**config.mk**
```make
export PLATFORM = sky130hd
export DESIGN_NAME = ibuf_queue
export DESIGN_NICKNAME = d
export VERILOG_FILES = /design/src/rtl/ibuf_queue.sv
export SDC_FILE = /design/constraint.sdc
export NUM_CORES = 1
export LEC_CHECK = 0
export ABC_AREA = 0
export CAP_MARGIN = 30
export CORE_MARGIN = 1
export CORE_UTILIZATION = 61
export DETAILED_ROUTE_END_ITERATION = 10
export PLACE_DENSITY = 0.8
export RECOVER_POWER = 50
export SLEW_MARGIN = 20
export SYNTH_ARGS = -nofsm -noshare
export SYNTH_HDL_FRONTEND = slang
export SYNTH_SLANG_ARGS = --single-unit
export TNS_END_PERCENT = 1
```
**constraint.sdc**
```tcl
create_clock -name clk -period 5.25 [get_ports clk]
set_input_delay 1.05 -clock clk [delete_from_list [all_inputs] [get_ports clk]]
set_output_delay 1.05 -clock clk [all_outputs]
set_load 0.01 [all_outputs]
```
**src/rtl/ibuf_queue.sv**
```systemverilog
// ibuf_queue: circular prefetch queue with a registered two-word decode window.
// Optional write-to-window forwarding is enabled by defining IBUF_BYPASS_EN.
module ibuf_queue #(
    parameter int DATA_W = 32,
    parameter int DEPTH_LOG2 = 4
) (
    input  logic                  clk,
    input  logic                  reset,
    input  logic                  flush,
    input  logic [DATA_W-1:0]     wr_data,
    input  logic                  wr_valid,
    output logic                  wr_ready,
    input  logic [1:0]            rd_adv,
    output logic [2*DATA_W-1:0]   q,
    output logic [1:0]            q_avail,
    output logic [DEPTH_LOG2:0]   level,
    output logic                  rd_err
);
    localparam int PW = DEPTH_LOG2 + 1;
    localparam logic [PW-1:0] DEPTH = {1'b1, {DEPTH_LOG2{1'b0}}};

    logic [DATA_W-1:0] ram [1<<DEPTH_LOG2];
    logic [PW-1:0] wr_ptr, rd_ptr, rd_n, wr_n, level_n, vis_n;
    logic [DEPTH_LOG2-1:0] i0, i1;
    logic [1:0] adv, adv_eff, avail_n;
    logic [DATA_W-1:0] lo, hi;
    logic fire;

    assign level = wr_ptr - rd_ptr;
    assign wr_ready = level != DEPTH;

    // The window is computed from the post-update read pointer so it is never stale.
    always_comb begin
        fire = wr_valid & wr_ready & ~flush;
        adv = rd_adv == 2'd3 ? 2'd2 : rd_adv;
        adv_eff = adv > q_avail ? q_avail : adv;
        rd_n = flush ? '0 : rd_ptr + PW'(adv_eff);
        wr_n = flush ? '0 : wr_ptr + PW'(fire);
        level_n = wr_n - rd_n;
`ifdef IBUF_BYPASS_EN
        vis_n = level_n;
`else
        vis_n = level_n - PW'(fire);
`endif
        avail_n = vis_n >= PW'(2) ? 2'd2 : vis_n[1:0];
        i0 = rd_n[DEPTH_LOG2-1:0];
        i1 = i0 + DEPTH_LOG2'(1);
`ifdef IBUF_BYPASS_EN
        lo = fire && wr_ptr[DEPTH_LOG2-1:0] == i0 ? wr_data : ram[i0];
        hi = fire && wr_ptr[DEPTH_LOG2-1:0] == i1 ? wr_data : ram[i1];
`else
        lo = ram[i0];
        hi = ram[i1];
`endif
    end

    always_ff @(posedge clk)
        if (fire) ram[wr_ptr[DEPTH_LOG2-1:0]] <= wr_data;

    always_ff @(posedge clk) begin
        if (reset) begin
            wr_ptr <= '0;
            rd_ptr <= '0;
            q <= '0;
            q_avail <= '0;
            rd_err <= 1'b0;
        end else begin
            wr_ptr <= wr_n;
            rd_ptr <= rd_n;
            q <= {hi, lo};
            q_avail <= avail_n;
            rd_err <= ~flush & (adv > q_avail);
        end
    end
endmodule

```
==> results of run 1 <==
sequential cells by signal, indices dropped and copies added (netlist names):
| name | count |
|---|---|
| q | 64 |
| q_avail | 2 |
| wr_ptr | 5 |
| ram | 512 |
| rd_ptr | 5 |
| rd_err | 1 |
cell usage after synthesis (all sizes together):
cell     instances  area [µm²]
edfxtp         512       15370
mux2i          288        2883
o22ai          192        1201
mux4           160        3615
dfxtp           77        1541
buf             70       491.7
clkbuf          50       198.9
inv             19       71.32
nor3            19       95.09
ha              16       200.2
nand2           11       41.29
nor2b           11       68.82
nand3           10       50.05
nor2            10       37.54
nand2b           9       63.81
a21oi            7       35.03
xnor2            6       71.32
xor2             6       52.55
fa               4       80.08
o21ai            4       20.02
or3              3       18.77
or2              2       12.51
a2111oi          1       8.760
a211oi           1       7.510
a21o             1       7.510
a31oi            1       6.260
a32o             1       10.01
and2b            1       7.510
and3             1       6.260
and4             1       8.760
clkinv           1       5.000
nand3b           1       7.510
nand4            1       6.260
nor4             1       6.260
nor4b            1       8.760
o211a            1       10.01
o21bai           1       7.510
o31ai            1       7.510
xnor3            1       22.52
metrics by stage:
stage	cell area, µm²	power [mW]	utilization, %
finish	30160	12.66	71.26
global route	30160	13.06	71.26
CTS	30130	12.72	71.20
detailed placement	28190	8.528	66.61
global placement	28190	8.474	66.61
floorplan	26370	7.649	-
cells by family (layout without fill, tap and decap cells):
kind of cell | after synthesis | after routing | synth area share [%]
compound gates | 211 | 211 | 5.011
xor+xnor | 13 | 13 | 0.5552
fa+ha+maj | 20 | 20 | 1.063
buf+inv | 140 | 293 | 2.909
flops | 589 | 589 | 64.15
mux | 448 | 448 | 24.64
other cells | 0 | 3 | 0
simple gates | 82 | 82 | 1.666
where the power goes:
| part | internal, mW | total, mW | switching, mW |
|---|---|---|---|
| registers | 5.23 | 5.30 | 0.0713 |
| logic | 1.53 | 3.13 | 1.60 |
| clock network | 2.49 | 4.22 | 1.73 |
| total | 9.26 | 12.7 | 3.40 |
critical path, stage by stage:
cell           delay (ns)
dlygate4sd3_1        0.58
nand2b_1             0.19
ha_1                 0.32
o31ai_1              0.22
a21oi_1              0.14
ha_4                 0.19
fa_1                 0.44
xor2_1               0.21
and2b_4              0.27
ha_1                 0.16
inv_1                0.04
ha_1                 0.30
a21oi_1              0.16
xnor2_1              0.12
or3_1                0.32
a2111oi_0            0.37
layout make-up:
cell class	instances	area [µm²]	area share (%)
multi-input cells	774	8813	29.22
repair buffers	162	1670	5.538
clock buffers	86	1670	5.538
clock inverters	25	271.5	0.9003
well taps	577	721.9	2.394
flip-flops and latches	589	16920	56.09
inverters	20	87.58	0.2904
diodes	3	7.507	0.02489
worst max-delay path by stage:
| stage | slack, ns | from | depth (start not counted) | to |
|---|---|---|---|---|
| floorplan | 0.46 | rd_adv[1] | 18 | q_avail[0] |
| finish | 0.67 | rd_adv[1] | 16 | q_avail[0] |
| CTS | 0.71 | wr_ptr[0] | 18 | q_avail[0] |
| global placement | 0.31 | rd_adv[1] | 15 | q[62] |
| detailed placement | 0.18 | rd_adv[1] | 16 | q_avail[0] |
| global route | 0.45 | rd_adv[1] | 16 | q_avail[0] |
metal layers:
layer | GRT usage [%] | vias up | routed length [µm]
li1 | - | 6438 | -
met1 | 40.50 | 7906 | 24850
met2 | 48.76 | 825 | 31670
met3 | 4.444 | 174 | 5208
met4 | 12.18 | 4 | 2416
met5 | 0 | - | 30
==> results.md, run 1 <==
- Layout cells sized above 1: 19.20%
- Final Hold Viols: 0
- Initial antenna violation count: 6
- R2R depth: 18
- Synth Cell Area: 0.02637 mm²
- Max-slew violations: 0
- F_max: 218.1 MHz
- Startpoint Class: input pin
- Hold Path Class: reg2reg
- Worst-Margin Slew: 1.019 ns
- Largest net degree at the start of global routing: 117
- Final min period: 4.585 ns
- Req. time, crit path: 5.74 ns
- TritonRoute pass-1 iters: 5
- Fill cell count: 2577
- Status: completed
- Commonest non-fill, non-tap cell in the layout: edfxtp_1
- Hold_sp: rd_ptr[4]
- Setup bufs post-CTS: 0
- Dpl cells: 2121
- P per Cell Area: 419.8 mW/mm²
- Maximum Capacitance Violations: 0
- GRT overflow: 0
- Reg2reg start: wr_ptr[0]
- Die Height: 209.9 µm
- Worst Path Arrival: 5.08 ns
- Buffers added on ports: 110
- Most frequent cells in the layout: edfxtp_1, mux2i_1, o22ai_1, mux4_2, dlygate4sd3_1
- # resized after CTS: 0
- Cell variety after synth: 47
- Synth Warn #: 0
- CTS root buf: clkbuf_16
- Hold-fix buffers, CTS: 0
- #FFs+latches synth: 589
- Max Root-Sink Buffers: 3
- Worst hold margin: 0.6685 ns
- Drt wl/cell: 28.70 µm
- DRC Markers: 0
- DRT antenna net count: 0
- Setup WS post-layout: 0.6654 ns
- CTS Buf Count: 59
- Core Rows: 75
- Final Cycle Share: 87.33%
- Core area: 0.04232 mm²
- Flop2flop setup slack: 0.70 ns
- Total GRT Usage: 29.76%
- Critical path class: in2reg
- WHS Path Cells: 2
- Average size of a mapped cell: 17.54 µm²
- Global-route wire length before repair: 96140 µm
- Sink Count: 589
- Sequential-to-total area share from yosys stat: 64.15%
- Final Setup Violations: 0
- Maximum VDD drop: 0.4028 mV
- Initial cell density of the core: 62.30%
- Vias per inst: 6.864
- Synthesized netlist cell count: 1503
- Hold Crit Endpoint: rd_ptr[4]
- Worst r2r dst: q_avail[0]
- Area growth from synthesis to layout: 14.38%
- Via count: 15350
- Post-synth net total: 1561
- Post-DP HPWL: 34330 µm
- Leakage: 10.58 nW
- Crit-path max FO: 6
- CTS tree: yes
- Chip width: 209.9 µm
- Pre-CTS setup slack: 0.1810 ns
- Critical Path End Type: flop
- Slew margin rel.: 32.04%
- Clock Latency Late Sink: 0.62 ns
- DRT iter0 DRCs: 1610
- Final Non-Filler Cells: 2236
- Ports: 111
- Clock skew: 0.01114 ns
- Reg clk slew, reported paths: 0.06 ns
- GP Congestion: 0.8373
- Die ar.: 0.04406 mm²
- RSZ-0062 raised after global routing: false
- Final WL: 64170 µm
- Layout net count: 1664
- H-tree depth: 2
- Vias in the first global route: 15480
- Total negative slack: 0 ns
No activity file was read; power rests on OpenSTA's default activity.
==> run 2: changes to the inputs <==
--- a/config.mk
+++ b/config.mk
@@ -10,6 +10,7 @@
 export CORE_MARGIN = 1
 export CORE_UTILIZATION = 61
 export DETAILED_ROUTE_END_ITERATION = 10
+export MAX_ROUTING_LAYER = met4
 export PLACE_DENSITY = 0.8
 export RECOVER_POWER = 50
 export SLEW_MARGIN = 20
==> run 2 against run 1 <==
  * Sequential cell count stayed put
  * Clock power hardly changed
  * Worst setup slack worse by 0.0063 ns
  * Combinational power hardly changed
  * Largest power group unchanged
==> results.md, run 2 (same netlist as run 1, synthesis figures left out) <==
- RSZ-0062 raised after global routing: false
- Pwr Total: 12.67 mW
- Leakage: 10.58 nW
- Initial antenna violation count: 4
- Total GRT Usage: 30.73%
- Stages on the worst setup path: 16
- Via count: 15370
- Buffers added on ports: 110
- # resized after CTS: 0
- Layout cells sized above 1: 19.20%
- Crit-path max FO: 6
- Core Rows: 75
- Max Root-Sink Buffers: 3
- Largest register FFs: 512
- Ports: 111
- Startpoint Class: input pin
- Die Height: 209.9 µm
- TritonRoute pass-1 iters: 5
- CTS tree: yes
- Initial cell density of the core: 62.30%
- WP buf/inv: 2
- GRT overflow: 0
- Sink Count: 589
- Fill cell count: 2575
- Final min period: 4.591 ns
- Vias per inst: 6.878
- Clock skew: 0.01332 ns
- CP Cell Sequence: dlygate4sd3_1, nand2b_1, ha_1, o31ai_1, a21oi_1, ha_4, fa_1, xor2_1, and2b_4, ha_1, inv_1, ha_1, a21oi_1, xnor2_1, or3_1, a2111oi_0
- Dpl cells: 2121
- Global-route wire length before repair: 96200 µm
- Critical path class: in2reg
- R2R depth: 18
- Critical Path End Type: flop
- GP Congestion: 0.8502
- Worst Path Arrival: 5.09 ns
- Req. time, crit path: 5.75 ns
- WHS Path Cells: 2
- DRT antenna net count: 0
- P per Cell Area: 420.0 mW/mm²
- Setup bufs post-CTS: 0
- Max-slew violations: 0
- Final WL: 64410 µm
- CTS root buf: clkbuf_16
- Hold Path Class: reg2reg
- Final Cycle Share: 87.45%
- Post-route cell area: 0.03016 mm²
- Maximum VDD drop: 0.4010 mV
- Final Setup Violations: 0
- Maximum Capacitance Violations: 0
- Status: completed
- Post-DP HPWL: 34330 µm
- DRT iter0 DRCs: 1690
- Most frequent CP cell: ha_1
- CTS Buf Count: 59
- Dpl cell area: 0.02819 mm²
- Final Hold Viols: 0
- Area growth from synthesis to layout: 14.37%
- Vias in the first global route: 15440
- H-tree depth: 2
- Total negative slack: 0 ns
- Worst path top cell family by delay: adder cells
- Largest net degree at the start of global routing: 117
- Final Non-Filler Cells: 2235
- Layout net count: 1664
- Hold-fix buffers, CTS: 0
- F_max: 217.8 MHz
- CP peak stage delay: 0.58 ns
- Clock Latency Late Sink: 0.62 ns
- Worst-Margin Slew: 0.9745 ns
- Slew margin rel.: 35.03%
- Chip width: 209.9 µm
- Die ar.: 0.04406 mm²
- DRC Markers: 0
- Drt wl/cell: 28.82 µm
- Slowest CP cell: dlygate4sd3_1
- Reg clk slew, reported paths: 0.06 ns
- Core area: 0.04232 mm²
- Commonest non-fill, non-tap cell in the layout: edfxtp_1
- Most frequent cells in the layout: edfxtp_1, mux2i_1, o22ai_1, mux4_2, dlygate4sd3_1
## run 2: cell types whose count changed in the layout (fill, tap and decap cells not counted)
cell     delta
diode_2     -1
## run 2: final cells by class
| class | count | area [µm²] | share of cell area [%] |
|---|---|---|---|
| flip-flops and latches | 589 | 16920 | 56.09 |
| multi-input cells | 774 | 8813 | 29.23 |
| clock buffers | 86 | 1670 | 5.539 |
| repair buffers | 162 | 1670 | 5.539 |
| well taps | 577 | 721.9 | 2.394 |
| clock inverters | 25 | 271.5 | 0.9003 |
| inverters | 20 | 87.58 | 0.2904 |
| diodes | 2 | 5.005 | 0.01660 |
## run 2: metal layers
layer	wire length (µm)	GRT usage (%)	vias to the layer above
li1	-	-	6449
met1	25050	40.75	7946
met2	32080	49.11	822
met3	5226	4.384	156
met4	2057	11.23	0
met5	0	-	-
## run 2: path summary, 6_finish.rpt
kind	from	to	slack (ns)
max	rd_adv[1]	q_avail[0]	0.66
max reg2reg	wr_ptr[0]	q_avail[0]	0.69
min	rd_ptr[4]	rd_ptr[4]	0.67
min reg2reg	rd_ptr[4]	rd_ptr[4]	0.67
## run 2: worst reg2reg max path, delay by kind of cell, from the launching register on
kind / cells / cell delay [ns]
and+or+nand+nor: 4 / 0.70
xor gates and xnor gates: 2 / 0.30
AOI/OAI and AO/OA: 5 / 1.13
adders and majority gates: 5 / 1.74
DFF: 1 / 0.38
buffers and inverters: 2 / 0.18
## run 2: power by group
part	switching, mW	leakage, nW	internal, mW
combinational	1.60	4.37	1.53
clock	1.74	0.954	2.49
sequential	0.0713	5.25	5.23
total	3.41	10.6	9.26
## run 2: per-stage QoR
step / util [%] / hold slack [ns] / setup WS (ns)
2_1_floorplan: - / 0.5765 / 0.4632
3_3_place_gp: 66.61 / 0.5948 / 0.3141
3_5_place_dp: 66.61 / 0.6165 / 0.1810
4_1_cts: 71.20 / 0.6713 / 0.7100
5_1_grt: 71.26 / 0.7047 / 0.4498
6_report: 71.26 / 0.6652 / 0.6591
